$ cat config.mk
export PLATFORM = sky130hd
export DESIGN_NAME = dvs_event_prefetch_buffer
export DESIGN_NICKNAME = d
export VERILOG_FILES = /design/src/rtl/dvs_event_prefetch_buffer.sv
export SDC_FILE = /design/constraint.sdc
export NUM_CORES = 1
export LEC_CHECK = 0
export BUFFER_PORTS_ARGS = -buffer_cell sky130_fd_sc_hd__buf_2
export CORE_MARGIN = 1
export CORE_UTILIZATION = 35
export CTS_BUF_LIST = sky130_fd_sc_hd__clkbuf_4 sky130_fd_sc_hd__clkbuf_8 sky130_fd_sc_hd__clkbuf_16
export DETAILED_ROUTE_END_ITERATION = 7
export PLACE_DENSITY = 0.58
export SYNTH_ARGS = -nofsm -noshare
export SYNTH_HDL_FRONTEND = slang
export SYNTH_SLANG_ARGS = --single-unit
$ cat constraint.sdc
create_clock -name clk -period 2.15 [get_ports clk]
set_clock_uncertainty 0.2 [all_clocks]
set_input_delay 0.215 -clock clk [delete_from_list [all_inputs] [get_ports clk]]
set_output_delay 0.215 -clock clk [all_outputs]
set_load 0.005 [all_outputs]
$ cat src/rtl/dvs_event_prefetch_buffer.sv
// Prefetching DVS event reader: arbitrates for the shared FIFO bus and keeps a DEPTH-entry
// circular buffer of events ahead of the RAVENS transmitter. Define DVS_STALE_DROP_EN to drop stale events.
`ifndef EVENT_BITS
`define EVENT_BITS 32
`endif
`ifndef TIMESTAMP_US_BITS
`define TIMESTAMP_US_BITS 16
`endif

module dvs_event_prefetch_buffer #(
  parameter int EVENT_W    = `EVENT_BITS,
  parameter int DEPTH      = 4,
  parameter int RD_LATENCY = 1,
  parameter int STALE_US   = 1000
) (
  input  logic                          clk,
  input  logic                          rst_n,
  input  logic                          fifo_grant,
  input  logic [EVENT_W-1:0]            fifo_event,
  input  logic [`TIMESTAMP_US_BITS-1:0] time_us,
  input  logic                          spike_ready,
  output logic                          fifo_req,
  output logic                          fifo_rd_en,
  output logic                          spike_valid,
  output logic [EVENT_W-1:0]            spike_event,
  output logic [$clog2(DEPTH+1)-1:0]    occupancy,
  output logic [15:0]                   drop_count
);

  localparam int TS_W      = `TIMESTAMP_US_BITS;
  localparam int PTR_W     = $clog2(DEPTH);
  localparam int OCC_W     = $clog2(DEPTH + 1);
  localparam int WCNT_W    = (RD_LATENCY > 1) ? $clog2(RD_LATENCY) : 1;
  localparam int WAIT_LOAD = (RD_LATENCY > 1) ? RD_LATENCY - 2 : 0;

  localparam logic [OCC_W-1:0]  DEPTH_OCC   = OCC_W'(DEPTH);
  localparam logic [PTR_W-1:0]  LAST_PTR    = PTR_W'(DEPTH - 1);
  localparam logic [WCNT_W-1:0] WAIT_LOAD_C = WCNT_W'(WAIT_LOAD);

  typedef enum logic [1:0] {
    ST_IDLE,
    ST_READ_CTRL,
    ST_WAIT,
    ST_READ
  } state_t;

  state_t              state;
  state_t              state_nxt;
  logic [WCNT_W-1:0]   wait_cnt;
  logic [PTR_W-1:0]    head;
  logic [PTR_W-1:0]    tail;
  logic [EVENT_W-1:0]  mem [DEPTH];
  logic                req_int;
  logic                capture;
  logic                push;
  logic                pop;

  function automatic logic [PTR_W-1:0] next_ptr(input logic [PTR_W-1:0] ptr);
    next_ptr = (ptr == LAST_PTR) ? '0 : ptr + 1'b1;
  endfunction

  // ---- read-control FSM ----
  always_ff @(posedge clk or negedge rst_n) begin
    if (!rst_n) begin
      state <= ST_IDLE;
    end else begin
      state <= state_nxt;
    end
  end

  always_comb begin
    state_nxt = state;
    case (state)
      ST_IDLE:      if (fifo_grant && req_int) state_nxt = ST_READ_CTRL;
      ST_READ_CTRL: state_nxt = (RD_LATENCY == 1) ? ST_READ : ST_WAIT;
      ST_WAIT:      if (wait_cnt == '0) state_nxt = ST_READ;
      ST_READ:      state_nxt = ST_IDLE;
      default:      state_nxt = ST_IDLE;
    endcase
  end

  always_comb begin
    req_int    = 1'b0;
    fifo_rd_en = 1'b0;
    capture    = 1'b0;
    case (state)
      ST_IDLE:      req_int    = (occupancy < DEPTH_OCC);
      ST_READ_CTRL: fifo_rd_en = 1'b1;
      ST_READ:      capture    = 1'b1;
      default:      ;
    endcase
  end

  // Request is forced low while reset is asserted so every output reads 0 during reset.
  assign fifo_req = req_int & rst_n;

  // Counts the RD_LATENCY-1 WAIT cycles; loaded while the rd_en pulse is out.
  always_ff @(posedge clk or negedge rst_n) begin
    if (!rst_n) begin
      wait_cnt <= '0;
    end else if (state == ST_READ_CTRL) begin
      wait_cnt <= WAIT_LOAD_C;
    end else if (state == ST_WAIT && wait_cnt != '0) begin
      wait_cnt <= wait_cnt - 1'b1;
    end
  end

  // ---- capture / stale filter ----
`ifdef DVS_STALE_DROP_EN
  function automatic logic [15:0] sat_inc16(input logic [15:0] val);
    sat_inc16 = (val == 16'hFFFF) ? val : val + 16'd1;
  endfunction

  logic [TS_W-1:0] age;
  logic            stale;

  // Modular subtraction keeps the age correct across time_us wrap-around.
  assign age   = time_us - fifo_event[TS_W-1:0];
  assign stale = (32'(age) > 32'(STALE_US));
  assign push  = capture && !stale;

  always_ff @(posedge clk or negedge rst_n) begin
    if (!rst_n) begin
      drop_count <= '0;
    end else if (capture && stale) begin
      drop_count <= sat_inc16(drop_count);
    end
  end
`else
  logic unused_stale_cfg;

  assign unused_stale_cfg = ^{time_us, (STALE_US > 0)};
  assign push             = capture;
  assign drop_count       = '0;
`endif

  // ---- circular buffer ----
  assign spike_valid = (occupancy != '0);
  assign pop         = spike_valid && spike_ready;
  assign spike_event = spike_valid ? mem[head] : '0;

  always_ff @(posedge clk) begin
    if (push) begin
      mem[tail] <= fifo_event;
    end
  end

  always_ff @(posedge clk or negedge rst_n) begin
    if (!rst_n) begin
      head      <= '0;
      tail      <= '0;
      occupancy <= '0;
    end else begin
      if (push) tail <= next_ptr(tail);
      if (pop)  head <= next_ptr(head);
      case ({push, pop})
        2'b10:   occupancy <= occupancy + 1'b1;
        2'b01:   occupancy <= occupancy - 1'b1;
        default: occupancy <= occupancy;
      endcase
    end
  end

endmodule
==> metrics.csv <==
metric;value;unit
status;finished with violations;
violations;negative setup slack;
arrival;1.91;ns
critical_path_class;reg -> out;
fp.dieH;129;um
fin_crit;2.32;ns
die-area;0.0166;mm^2
r2r_cells;6;
first_pass_iters;4;
nFillCells;1333;
crit_fanout;8;
startpoint_type;flip-flop;
syn_area_per_cell;20.4;um^2
routed_via_density;4.43;
clk_pin_slew;0.05;ns
ys_ff_latch;138;
netlist.area_leader.share;0.683;
slowest_stage;mux4_2;
grt_most_used_layer;met2;
setup_violations;32;
use_met3;0.0387;
multi_input_area;0.00139;mm^2
final_layout_size_suffix_gt1_frac;0.443;
core-area;0.0154;mm^2
rsz0062_at_grt;true;
post_dp_cell_area;0.00629;mm^2
start_util;0.365;
gp_congestion;0.653;
p_total;10.9;mW
syn_inst;276;
cts_tree;done;
n_antenna_cell;0;
cts_max_level;4;
yosys.area.top_type;edfxtp_1;
p_leak;2.82;nW
required;1.74;ns
drc;0;
yosys_warnings;0;
grt_pass1_vias;3072;
regArea;0.00410;mm^2
cp-end-kind;output port;
synth_area;0.00563;mm^2
dpl.hpwl;6090;um
worst_path_most_repeated_cell;buf_6;
clock_sinks;138;
grt_use_met1;0.168;
slowest_delay;0.52;ns
met2_usage;0.228;
final_cell_area;0.00754;mm^2
whs_path_depth;1;
cts-root-buf;clkbuf_16;
drt-total-wl;10400;um
synth_ff_type;edfxtp_1;
die_x;129;um
grt_usage;0.139;
clk_latency;0.41;ns
yosys.cell_types.count;28;
vias;2853;
io_buffers;73;
grt_pass1_wl;16200;um
crit_chain;buf_6 -> buf_12 -> mux4_2 -> and2_4 -> buf_6;
hold_viol_final;0;
area_growth;33.9;%
p_per_area;1450;mW/mm^2
slew_violations;0;
cts.path.max_buffers;2;
drt_iter0_drc;125;
cts_buffers;17;
drtAntennaViolNets;0;
ys_top_cells_by_area;edfxtp_1, mux4_2, dfrtp_1;
max_cap_violations;0;
row_count;45;
hold_path_class;reg -> reg;
seq_area_frac_synth;0.727;
nNetsFinal;484;
wl_per_cell;16.1;um
fmax;431;MHz
pin_count;106;
grt-ovfl-total;0;
grt_max_degree;34;
worst_slack;-0.170;ns
ir_worst_vdd;0.788;mV
fin_crit_sh;1.08;
synth_edf_count;128;
async_reset_ff_frac;0.0725;
antenna_found_initial;0;
worst max-delay path, delay by kind of cell (launching register included):
family,cells,cell delay [ns]
muxes,1,0.52
DFF,1,0.43
and+or+nand+nor,1,0.18
buffers and inverters,3,0.36
synth_stat cells (4+ instances only):
library cell and number:
and2_1 36, buf_4 16, clkbuf_1 4, dfrtp_1 10, edfxtp_1 128, ha_1 11
inv_1 8, mux4_1 4, mux4_2 28
power by group:
| group | internal (mW) | switching, mW |
|---|---|---|
| combinational | 2.53 | 1.70 |
| sequential | 3.61 | 0.167 |
| clock | 1.95 | 0.994 |
registers in the layout, summed over array words and instances (netlist names):
register   cells
head           2
mem          128
occupancy      3
state          2
tail           2
wait_cnt       1
final cells by class:
class,count,share of cell area
repair buffers,137,0.153
well taps,211,0.0350
flip-flops and latches,138,0.543
multi-input cells,118,0.185
clock buffers,20,0.0594
clock inverters,12,0.0204
inverters,8,0.00398
cell usage in the layout (no fill, tap or decap):
master           n
edfxtp_1       128
buf_2           54
dlygate4sd3_1   36
mux4_2          32
buf_6           25
and2_4          20
clkbuf_16       17
conb_1          16
buf_4           16
and2_1          13
ha_1             9
inv_1            8
dfrtp_1          8
clkinv_1         5
and2_2           4
bufinv_16        4
buf_12           4
nand2_1          3
nor2_1           3
o21ai_0          3
clkinv_2         3
clkbuf_4         3
mux2_4           2
xor2_1           2
dfrtp_2          2
or3_4            1
nand2b_1         1
a22oi_1          1
mux2i_1          1
xnor2_1          1
or3_1            1
mux2_2           1
nor3b_1          1
fa_1             1
ha_2             1
ha_4             1
buf_16           1
buf_8            1
per-layer routing:
metal / share of wire / vias up / routed length, um
li1: - / 1328 / -
met1: 0.45 / 1436 / 4710
met2: 0.49 / 78 / 5090
met3: 0.040 / 11 / 410
met4: 0.014 / 0 / 144
met5: 0 / - / 0
final timing paths:
kind | from | endpoint | slack, ns
max | head[0]$_DFFE_PN0P_ | spike_event[11] | -0.17
min | wait_cnt$_DFFE_PN0P_ | wait_cnt$_DFFE_PN0P_ | 0.34
max reg2reg | occupancy[1]$_DFFE_PN0P_ | occupancy[1]$_DFFE_PN0P_ | 0.13
min reg2reg | wait_cnt$_DFFE_PN0P_ | wait_cnt$_DFFE_PN0P_ | 0.34
max in group asynchronous | rst_n | head[1]$_DFFE_PN0P_ | 0.74
min in group asynchronous | rst_n | occupancy[0]$_DFFE_PN0P_ | 0.65
logic make-up (layout without fill, tap and decap cells):
| group | after synthesis | count (layout) | share of synthesized area |
|---|---|---|---|
| adder cells (fa/ha/maj) | 12 | 12 | 0.0280 |
| XOR/XNOR | 3 | 3 | 0.00467 |
| buffers and inverters | 35 | 177 | 0.0447 |
| AO/OA/AOI/OAI | 4 | 4 | 0.00400 |
| AND/OR/NAND/NOR | 47 | 47 | 0.0511 |
| multiplexers | 36 | 36 | 0.140 |
| other | 1 | 16 | 0.000666 |
| flip-flops | 138 | 138 | 0.727 |
stage by stage:
stage	cells	setup TNS [ns]	hold slack, ns	util	setup slack [ns]
after floorplan	291	0	-0.281	-	0.0790
after global placement	567	0	-0.103	0.408	0.0925
after detailed placement	567	0	-0.0974	0.408	0.0709
after CTS	642	-5.45	0.322	0.481	-0.226
after global routing	644	-6.18	0.351	0.489	-0.246
final	644	-3.72	0.343	0.489	-0.170
timing repair:
item,in CTS,in global routing
endpoints found under the setup margin,32,34
hold endpoints to repair,141,0
hold buffers,36,0
resized for setup,30,24
pin swaps,0,2
buffers inserted,6,2
gates cloned,1,0
No activity file was read; power rests on OpenSTA's default activity.
